**config.mk**
```make
export PLATFORM = sky130hd
export DESIGN_NAME = fa_pipe
export DESIGN_NICKNAME = d
export VERILOG_FILES = /design/src/rtl/fa_pipe.sv
export SDC_FILE = /design/constraint.sdc
export NUM_CORES = 1
export LEC_CHECK = 0
export ABC_CLOCK_PERIOD_IN_PS = 2350
export BUFFER_PORTS_ARGS = -buffer_cell sky130_fd_sc_hd__buf_4
export CAP_MARGIN = 5
export CELL_PAD_IN_SITES_DETAIL_PLACEMENT = 0
export CELL_PAD_IN_SITES_GLOBAL_PLACEMENT = 1
export CORE_ASPECT_RATIO = 1.25
export CORE_MARGIN = 2
export CORE_UTILIZATION = 25
export CTS_CLUSTER_SIZE = 30
export DETAILED_ROUTE_END_ITERATION = 10
export PLACE_DENSITY = 0.53
export SLEW_MARGIN = 20
export SYNTH_ARGS = -nofsm -noshare
export SYNTH_HDL_FRONTEND = slang
export SYNTH_SLANG_ARGS = --single-unit
```
**constraint.sdc**
```tcl
create_clock -name CLK -period 2.35 [get_ports CLK]
set_input_delay 0.3525 -clock CLK [delete_from_list [all_inputs] [get_ports CLK]]
set_output_delay 0.3525 -clock CLK [all_outputs]
set_load 0.05 [all_outputs]
```
**src/rtl/fa_pipe.sv**
```systemverilog
// Pipelined WIDTH-bit add/subtract with carry-in; one SEG-bit carry segment is resolved per stage.
// Latency: NSTG cycles from input accept to OUT_VALID, plus one cycle per stall cycle.
// Backpressure: the whole pipe advances only when the output is empty or consumed; IN_READY = !OUT_VALID || OUT_READY.
//
// Ports:
//   CLK, RESET                 clock (rising edge) and asynchronous active-high reset
//   A, B, CI, SUB              operands, carry/borrow-in, subtract select (A-B-CI when SUB=1)
//   IN_VALID / IN_READY        input handshake
//   SUM, CO, OV                result, raw carry out of the MSB, signed overflow
//   OUT_VALID / OUT_READY      output handshake
module fa_pipe #(
    parameter int  WIDTH = 16,
    parameter int  SEG   = 8,
    localparam int NSTG  = WIDTH / SEG
) (
    input  logic             CLK,
    input  logic             RESET,
    input  logic [WIDTH-1:0] A,
    input  logic [WIDTH-1:0] B,
    input  logic             CI,
    input  logic             SUB,
    input  logic             IN_VALID,
    output logic             IN_READY,
    output logic [WIDTH-1:0] SUM,
    output logic             CO,
    output logic             OV,
    output logic             OUT_VALID,
    input  logic             OUT_READY
);

    // One SEG-bit slice of the carry chain; bit SEG is the carry out.
    function automatic logic [SEG:0] seg_add(
        input logic [SEG-1:0] x,
        input logic [SEG-1:0] y,
        input logic           c
    );
        return {1'b0, x} + {1'b0, y} + {{SEG{1'b0}}, c};
    endfunction

    logic             adv;
    logic [WIDTH-1:0] b_eff;
    logic             c_eff;

    // Per-stage state. Stage k holds sum segments 0..k already resolved, the carry
    // out of segment k, and the (conditioned) operands for the segments still ahead.
    logic [NSTG-1:0]            v_q;
    logic [NSTG-1:0]            c_q;
    logic [NSTG-1:0][WIDTH-1:0] a_q;
    logic [NSTG-1:0][WIDTH-1:0] b_q;
    logic [NSTG-1:0][WIDTH-1:0] s_q;

    logic [NSTG-1:0]            v_d;
    logic [NSTG-1:0]            c_d;
    logic [NSTG-1:0][WIDTH-1:0] a_d;
    logic [NSTG-1:0][WIDTH-1:0] b_d;
    logic [NSTG-1:0][WIDTH-1:0] s_d;

    // Stalls are global: every stage moves together or none does, so bubbles are
    // never squeezed out and the output register holds steady while blocked.
    assign adv      = !OUT_VALID || OUT_READY;
    assign IN_READY = adv;

    // Subtract is A + ~B + ~CI, so CI acts as a borrow-in and CO=1 means no borrow.
    assign b_eff = SUB ? ~B : B;
    assign c_eff = SUB ? ~CI : CI;

    always_comb begin
        logic [SEG:0] seg;
        v_d = '0;
        c_d = '0;
        a_d = '0;
        b_d = '0;
        s_d = '0;
        seg = '0;

        // Stage 0 resolves segment 0 directly from the accepted operands.
        seg        = seg_add(A[SEG-1:0], b_eff[SEG-1:0], c_eff);
        v_d[0]     = IN_VALID;
        a_d[0]     = A;
        b_d[0]     = b_eff;
        s_d[0]     = '0;
        s_d[0][SEG-1:0] = seg[SEG-1:0];
        c_d[0]     = seg[SEG];

        // Later stages take the registered carry from the stage below and fill in
        // their own segment; higher operand segments ride along untouched.
        for (int k = 1; k < NSTG; k++) begin
            seg      = seg_add(a_q[k-1][k*SEG +: SEG], b_q[k-1][k*SEG +: SEG], c_q[k-1]);
            v_d[k]   = v_q[k-1];
            a_d[k]   = a_q[k-1];
            b_d[k]   = b_q[k-1];
            s_d[k]   = s_q[k-1];
            s_d[k][k*SEG +: SEG] = seg[SEG-1:0];
            c_d[k]   = seg[SEG];
        end
    end

    always_ff @(posedge CLK or posedge RESET) begin
        if (RESET) begin
            v_q <= '0;
            c_q <= '0;
            a_q <= '0;
            b_q <= '0;
            s_q <= '0;
        end else if (adv) begin
            v_q <= v_d;
            c_q <= c_d;
            a_q <= a_d;
            b_q <= b_d;
            s_q <= s_d;
        end
    end

    // The last stage is the output register. OV uses the operand MSBs captured at
    // accept (B already inverted for subtract), so it is correct for both modes and
    // reads 0 out of reset since all three bits are 0.
    assign OUT_VALID = v_q[NSTG-1];
    assign SUM       = s_q[NSTG-1];
    assign CO        = c_q[NSTG-1];
    assign OV        = (a_q[NSTG-1][WIDTH-1] == b_q[NSTG-1][WIDTH-1]) &&
                       (s_q[NSTG-1][WIDTH-1] != a_q[NSTG-1][WIDTH-1]);

    // Only the operand MSBs of the last stage feed OV; the rest have been consumed.
    logic unused_last_opnd;
    assign unused_last_opnd = ^{a_q[NSTG-1][WIDTH-2:0], b_q[NSTG-1][WIDTH-2:0]};

endmodule

```
==> results of run 1 <==
## metal layers
metal | wire [um] | vias to the layer above | track usage | share of wire
met4 | 92 | 0 | 0.0412 | 0.016
met5 | 0 | - | 0 | 0
met1 | 2340 | 920 | 0.128 | 0.41
met2 | 3130 | 31 | 0.216 | 0.55
met3 | 165 | 6 | 0.0177 | 0.029
li1 | - | 1006 | - | -
## final cells by class
cell class | count | area share
Tap cell | 126 | 0.0491
Multi-Input combinational cell | 204 | 0.394
Sequential cell | 46 | 0.358
Inverter | 7 | 0.00818
Clock buffer | 7 | 0.0413
Timing Repair Buffer | 62 | 0.149
## worst paths after layout
| path | endpoint | slack (ns) | cells after the start |
|---|---|---|---|
| hold reg to reg | v_q[1]$_DFFE_PP0P_ | 0.46 | 1 |
| hold / removal | a_q[31]$_DFFE_PP0P_ | 0.13 | 2 |
| setup / recovery | SUM[12]$_DFFE_PP0P_ | 0.18 | 7 |
| max in group asynchronous | SUM[7]$_DFFE_PP0P_ | 1.69 | 3 |
| setup reg to reg | SUM[12]$_DFFE_PP0P_ | 0.18 | 7 |
| min in group CLK | a_d[31]$_DFFE_PP0P_ | 0.27 | 3 |
## through the flow
| step | std cells | total power, W |
|---|---|---|
| after global routing | 452 | 0.00339 |
| after floorplan | 268 | 0.00212 |
| after CTS | 452 | 0.00324 |
| after detailed placement | 445 | 0.00255 |
| after global placement | 445 | 0.00254 |
| final | 452 | 0.00317 |
## power groups by stage
stage	Clock [W]	Combinational, W	Sequential [W]
2_1_floorplan	0	0.000569	0.00155
3_3_place_gp	0	0.00138	0.00116
3_5_place_dp	0	0.00139	0.00116
4_1_cts	0.000699	0.00139	0.00115
5_1_grt	0.000732	0.00149	0.00117
6_report	0.000664	0.00137	0.00114
## cell families after synthesis
| family | Yosys count | share of synthesized area |
|---|---|---|
| xor gates and xnor gates | 24 | 0.0851 |
| buffers and inverters | 18 | 0.0309 |
| AOI/OAI and AO/OA | 54 | 0.138 |
| adders and majority gates | 18 | 0.103 |
| DFF | 46 | 0.466 |
| and+or+nand+nor | 108 | 0.177 |
## cells in the final DEF (no fill, tap or decap), types with 2 or more instances in the layout
master and count:
dfrtp_1 46, xor2_1 13, buf_4 61, ha_1 14, fa_1 2, nor3b_1 2, inv_2 3, fa_2 2
o21ai_0 20, o31a_1 2, o31ai_1 2, nand2b_1 2, nor2b_4 2, clkbuf_16 5, nor2_1 15, a211oi_1 6
clkbuf_1 2, a21oi_1 10, a21o_1 4, xnor2_1 10, inv_1 4, nand2_1 84, o21a_1 3
## flip-flops by register name, indices dropped and copies added, names as in the netlist
name and count:
v_q 2, SUM 16, b_q 1, a_d 8, c_q 2, b_d 8
s_d 8, a_q 1
## worst reg2reg max path, delay by kind of cell (launching register included)
| family | cells | cell delay [ns] |
|---|---|---|
| compound gates | 3 | 0.47 |
| xor+xnor | 1 | 0.16 |
| fa+ha+maj | 2 | 0.96 |
| buf+inv | 1 | 0.05 |
| flops | 1 | 0.40 |
==> impl_metrics.ini, run 1 <==
[yosys]
async_flop_share = 1.00
synthFlopType = dfrtp_1
syn_nets = 324
synth.top_cells.by_count = nand2_1 (84), dfrtp_1 (46), o21ai_0 (21)
avgSynthCellArea_sq_um = 9.22
syn-instance-count = 268
yosysUniqueCellTypes = 31
synth.most_common_cell = nand2_1
synth_top_area_share = 0.466
ys.warnings.count = 0
synth-seq-cells = 46
yosys.area.top_type = dfrtp_1
syn_area_sq_um = 2470
synth-seq-area-share = 0.466
synth-edff-count = 0
yosys-top-cells-area = dfrtp_1 (47%), nand2_1 (13%), ha_1 (7.1%)

[clocking]
path_clk_slew_ns = 0.06
hold_buffers = 0
cts-htree-levels = 2
clk_latency_ns = 0.28
post_cts_buffers = 0
postCtsResizedCells = 0
cts_tree = yes
clock_sink_count = 46
cts_buffers = 5
clock_path_buffers = 2
root_buffer = clkbuf_16

[pwr]
p_comb_frac = 0.432
p_sw_w = 0.00129
pwr-share-clk = 0.209
switching_share = 0.406
sequentialPowerShare = 0.359
peakVddDrop_mv = 0.296
power.density_nw_per_um2 = 988
p_leak_nw = 1.55
internal-power_w = 0.00188

[routing]
viasPerCell = 4.34
drc = 0
antenna_left = 0
vias = 1963
drt_iter0_drc = 40
wl_per_cell_um = 12.7
routed_wl_um = 5720
dr.pass1.iters = 4

[timing]
setup_viol = 0
hold_viol_final = 0
fin_skew_ns = 0.00173
rsz0062_at_grt = no
setup_ws_ns = 0.178
slew_headroom = 0.623
whs_ns = 0.132
fin_crit_sh = 0.924
fin_setup_tns_ns = 0
slew_viol_final = 0
max_freq_mhz = 460
tightest_slew_ns = 0.564
fin_crit_ns = 2.17

[global_route]
grt_pass1_wl_um = 9480
antenna_found_initial = 0
grt-ovfl-total = 0
first_global_vias = 1958
grt_start_max_net_pins = 40
grtUsageTotal = 0.114

[worst_setup_path]
crit_slowest_cell = fa_1
cp-start-kind = flip-flop
worstPathCellList = fa_1 -> fa_1 -> a21oi_2 -> inv_1 -> a21oi_1 -> xor2_1 -> a21oi_1
slowest_delay_ns = 0.51
timing.critical_path.buf_inv = 1
path_class = reg -> reg
startpoint = c_q[0]$_DFFE_PP0P_
crit_arrival_ns = 2.32
r2r_start = c_q[0]$_DFFE_PP0P_
path_max_fanout = 3
critPathRequiredTime_ns = 2.50
end_kind = flip-flop
path_delay_family = adder cells

[place]
place.gp.congestion = 0.779
dp_hpwl_um = 4250
post-place-ws_ns = -0.00136
place_area_sq_um = 3080
io_buffers = 57

[run]
maxCapViolCount = 0

[cells_and_area]
antenna_cells = 0
stdcell_area_sq_um = 3210
fill_cells = 1050
multi_input_area_sq_um = 1270
nets = 382
area_delta_synth_final_pct = 30.0
regArea_sq_um = 1150
drive_above_1_share = 0.236
fin_util = 0.334

[floorplan]
die_y_um = 115
die_width_um = 92.9
ios = 58
die_area_sq_um = 10700
core-area_sq_um = 9610
rows = 40
start_util = 0.257

[outcome]
status = complete, no violations

[worst_hold_path]
hold_path_class = in -> async
Note: power is estimated with default switching activity, not from simulation.
==> inputs of run 2 (changes only) <==
PLACE_DENSITY = 0.65   (was 0.53)
==> run 2 against run 1 <==
Effect of this change: sequential share of layout area is 0.30 points lower; clock power rose by 20%; largest power group unchanged; maximum frequency increased by 0.45%; hold slack gained 0.094 ns; register-to-register slack about the same; combinational power about the same; cell count rose by 0.44%; clock skew rose by 0.0063 ns; non-clock buffer count grew 1; wire length decreased by 2.8%; highest routed layer unchanged.
==> impl_metrics.ini, run 2 (synthesized netlist as in run 1, its figures left out) <==
[pwr]
finalPower_w = 0.00331
peakVddDrop_mv = 0.282
power.density_nw_per_um2 = 1020
p_leak_nw = 1.57

[routing]
drc = 0
viasPerCell = 4.32
vias = 1963
drt_iter0_drc = 72
wl_per_cell_um = 12.2
dr.pass1.iters = 3
antenna_left = 0
routed_wl_um = 5560

[timing]
rsz0062_at_grt = no
fin_crit_ns = 2.16
tightest_slew_ns = 0.591
fin_setup_tns_ns = 0
max_freq_mhz = 462
slew_viol_final = 0
slew_headroom = 0.606
fin_crit_sh = 0.920
fin_skew_ns = 0.00804
hold_viol_final = 0
setup_viol = 0

[clocking]
post_cts_buffers = 0
clock_sink_count = 46
cts_tree = yes
cts-htree-levels = 2
path_clk_slew_ns = 0.06
cts_buffers = 5
root_buffer = clkbuf_16
clock_path_buffers = 2
clk_latency_ns = 0.29

[worst_setup_path]
path_class = reg -> reg
cp-start-kind = flip-flop
r2r_cells = 7
end_kind = flip-flop
critPathRequiredTime_ns = 2.52
path_max_fanout = 3
crit_arrival_ns = 2.33

[floorplan]
die_area_sq_um = 10700
ios = 58
rows = 40
die_y_um = 115
core-area_sq_um = 9610
start_util = 0.257
die_width_um = 92.9

[place]
dp_hpwl_um = 4170
io_buffers = 57
place.gp.congestion = 0.761

[outcome]
status = complete, no violations

[worst_hold_path]
hold_path_class = in -> async

[cells_and_area]
antenna_cells = 0
final_common_cell = nand2_1
multi_input_area_sq_um = 1270
fill_cells = 1034
nets = 383
layout_common_cells = nand2_1 (84), buf_4 (63), dfrtp_1 (46)
area_delta_synth_final_pct = 31.2
drive_above_1_share = 0.247
largest_reg_flops = 16
regArea_sq_um = 1150

[global_route]
grtUsageTotal = 0.114
grt_pass1_wl_um = 9570
first_global_vias = 2009
grt-ovfl-total = 0
antenna_found_initial = 0
grt_start_max_net_pins = 47

[run]
maxCapViolCount = 0
## run 2: changes by cell type in the layout (fill, tap and decap cells not counted)
cell and delta:
buf_12 -1, buf_4 +2, clkbuf_1 -2, bufinv_16 +1, clkinv_2 +2
## run 2: timing repair
action,in CTS,in global routing
resized for setup,0,1
hold buffers,0,0
setup endpoints to repair,0,1
## run 2: path summary, 6_finish.rpt
kind / start / end / slack, ns
min in group CLK: IN_VALID / v_q[0]$_DFFE_PP0P_ / 0.25
hold reg to reg: v_q[0]$_DFFE_PP0P_ / v_q[0]$_DFFE_PP0P_ / 0.47
setup / recovery: c_q[0]$_DFFE_PP0P_ / c_q[1]$_DFFE_PP0P_ / 0.19
setup reg to reg: c_q[0]$_DFFE_PP0P_ / c_q[1]$_DFFE_PP0P_ / 0.19
max in group asynchronous: RESET / a_d[28]$_DFFE_PP0P_ / 1.73
hold / removal: RESET / SUM[0]$_DFFE_PP0P_ / 0.23
## run 2: power by group
part | internal [W] | switching [W]
Clock | 0.000498 | 0.000299
Sequential | 0.00101 | 0.000136
Combinational | 0.000487 | 0.000881
Total | 0.00199 | 0.00132
## run 2: metal layers
metal	GRT usage	share of wire
met1	0.139	0.44
met2	0.199	0.51
met3	0.0223	0.036
met4	0.0412	0.016
met5	0	0
## run 2: metrics by stage
step / utilization / worst slack [ns] / cell area, sq um / hold slack, ns / std cells
after floorplan: - / -0.00731 / 2500 / 0.430 / 268
after global placement: 0.320 / 0.0260 / 3070 / 0.446 / 446
after detailed placement: 0.320 / -0.00372 / 3070 / 0.456 / 446
after CTS: 0.337 / 0.115 / 3240 / 0.251 / 454
after global routing: 0.337 / 0.0518 / 3240 / 0.268 / 454
final: 0.337 / 0.188 / 3240 / 0.225 / 454
## run 2: area by class of cell
class | instances | share of cell area
Multi-Input combinational cell | 204 | 0.391
Inverter | 7 | 0.00811
Tap cell | 126 | 0.0487
Timing Repair Buffer | 63 | 0.146
Sequential cell | 46 | 0.355
Clock buffer | 5 | 0.0386
Clock inverter | 3 | 0.0124
## run 2: worst max-delay path: stages (launching register included)
cell	delay [ns]
dfrtp_1	0.41
fa_1	0.50
fa_1	0.44
a21oi_2	0.21
o211a_1	0.16
nor2_1	0.05
o21ai_0	0.18
a21oi_1	0.09
==> inputs of run 3 (changes only) <==
RECOVER_POWER = 50   (was unset)
==> run 3 against run 2 <==
Effect of this change: cell area fell by 0.62%; critical path type unchanged; cell count did not move; count of clock-buffer cells in the layout unchanged; clock skew hardly changed; sequential cell count stayed put; via count barely moved; power shrank 0.41%; critical endpoint unchanged; critical path depth unchanged; combinational power is essentially flat; die area stayed put; sequential share of layout area is 0.22 points higher; wire length barely moved.
==> impl_metrics.ini, run 3 (synthesized netlist as in run 1, its figures left out) <==
[outcome]
status = complete, no violations

[floorplan]
die_width_um = 92.9
start_util = 0.257
ios = 58
die_y_um = 115
die_area_sq_um = 10700
rows = 40
core-area_sq_um = 9610

[routing]
antenna_left = 0
vias = 1962
dr.pass1.iters = 4
wl_per_cell_um = 12.2
viasPerCell = 4.32
drt_iter0_drc = 69
routed_wl_um = 5560
drc = 0

[timing]
fin_crit_ns = 2.16
tightest_slew_ns = 1.16
slew_viol_final = 0
slew_headroom = 0.224
fin_crit_sh = 0.920
rsz0062_at_grt = no
setup_viol = 0
whs_ns = 0.254
max_freq_mhz = 462
fin_skew_ns = 0.00788
hold_viol_final = 0

[global_route]
grtUsageTotal = 0.114
first_global_vias = 2009
antenna_found_initial = 0
grt_pass1_wl_um = 9570
grtUsageMet3 = 0.0223
met1_usage = 0.139
top_usage_layer = met2
grt-ovfl-total = 0
grt_use_met2 = 0.199
grt_start_max_net_pins = 47

[worst_setup_path]
crit_top_cell = fa_1
critical_path_depth = 7
path_class = reg -> reg
r2r_cells = 7
timing.critical_path.buf_inv = 0
rr_endpoint = c_q[1]$_DFFE_PP0P_
slowest_delay_ns = 0.50
path_max_fanout = 3
worstPathCellList = fa_1 -> fa_1 -> a21oi_2 -> o211a_1 -> nor2_1 -> o21ai_0 -> a21oi_1
cp-start-kind = flip-flop
path_delay_family = adder cells
r2r_start = c_q[0]$_DFFE_PP0P_
crit_slowest_cell = fa_1
r2r_setup_slack_ns = 0.19
crit_arrival_ns = 2.33
end_kind = flip-flop
critPathRequiredTime_ns = 2.52

[clocking]
clock_path_buffers = 2
hold_buffers = 0
cts_tree = yes
clk_latency_ns = 0.29
clock_sink_count = 46
path_clk_slew_ns = 0.07
cts-htree-levels = 2
root_buffer = clkbuf_16
post_cts_buffers = 0
cts_buffers = 5

[worst_hold_path]
hold_start = IN_VALID
hold_path_class = in -> reg
holdPathEnd = v_q[0]$_DFFE_PP0P_
whs_path_depth = 3

[place]
io_buffers = 57
dp_hpwl_um = 4170
place_area_sq_um = 3070
place.gp.congestion = 0.761

[cells_and_area]
final_common_cell = nand2_1
layout_common_cells = nand2_1 (84), buf_4 (58), dfrtp_1 (46)
antenna_cells = 0
nets = 383
drive_above_1_share = 0.235
largest_reg_flops = 16
area_delta_synth_final_pct = 30.3
stdcell_area_sq_um = 3220

[run]
maxCapViolCount = 0

[pwr]
power.density_nw_per_um2 = 1020
p_leak_nw = 1.55
peakVddDrop_mv = 0.281
## run 3: area by class of cell
type / instances / area, sq um
flip-flops and latches: 46 / 1150
well taps: 126 / 158
inverters: 7 / 26.3
fillers: 1040 / 6390
repair buffers: 63 / 460
multi-input cells: 204 / 1260
clock inverters: 3 / 40.0
clock buffers: 5 / 125
## run 3: through the flow
step	TNS [ns]	total power, W	cells	worst slack, ns	utilization
final	0	0.00329	454	0.187	0.335
after global placement	0	0.00253	446	0.0260	0.320
after detailed placement	-0.00372	0.00255	446	-0.00372	0.320
after floorplan	-0.00731	0.00212	268	-0.00731	-
after global routing	0	0.00351	454	0.0286	0.335
after CTS	0	0.00336	454	0.115	0.337
## run 3: worst min-delay path, delay by kind of cell
| kind | cells | cell delay (ns) |
|---|---|---|
| buf+inv | 1 | 0.08 |
| simple gates | 2 | 0.09 |
## run 3: worst max-delay path by stage
stage,from,endpoint,slack (ns)
after floorplan,SUB,s_d[22]$_DFFE_PP0P_,-0.007
after global placement,SUB,s_d[22]$_DFFE_PP0P_,0.03
after detailed placement,SUB,s_d[22]$_DFFE_PP0P_,-0.004
after CTS,c_q[0]$_DFFE_PP0P_,SUM[12]$_DFFE_PP0P_,0.12
after global routing,v_q[1]$_DFFE_PP0P_,s_d[23]$_DFFE_PP0P_,0.03
final,c_q[0]$_DFFE_PP0P_,c_q[1]$_DFFE_PP0P_,0.19
## run 3: where the power goes
group	switching, W	total (W)	internal (W)
registers	0.000136	0.00114	0.00101
clock network	0.000299	0.000797	0.000498
logic	0.000881	0.00135	0.000474
total	0.00132	0.00329	0.00198
## run 3: routing by layer
layer | routed length, um | vias up
met5 | 0 | -
met4 | 91 | 0
met3 | 202 | 7
met2 | 2820 | 32
met1 | 2440 | 921
li1 | - | 1002
## run 3: timing repair
action / in CTS / in global routing
hold endpoints to repair: 0 / 0
resized for setup: 0 / 1
endpoints found under the setup margin: 0 / 1
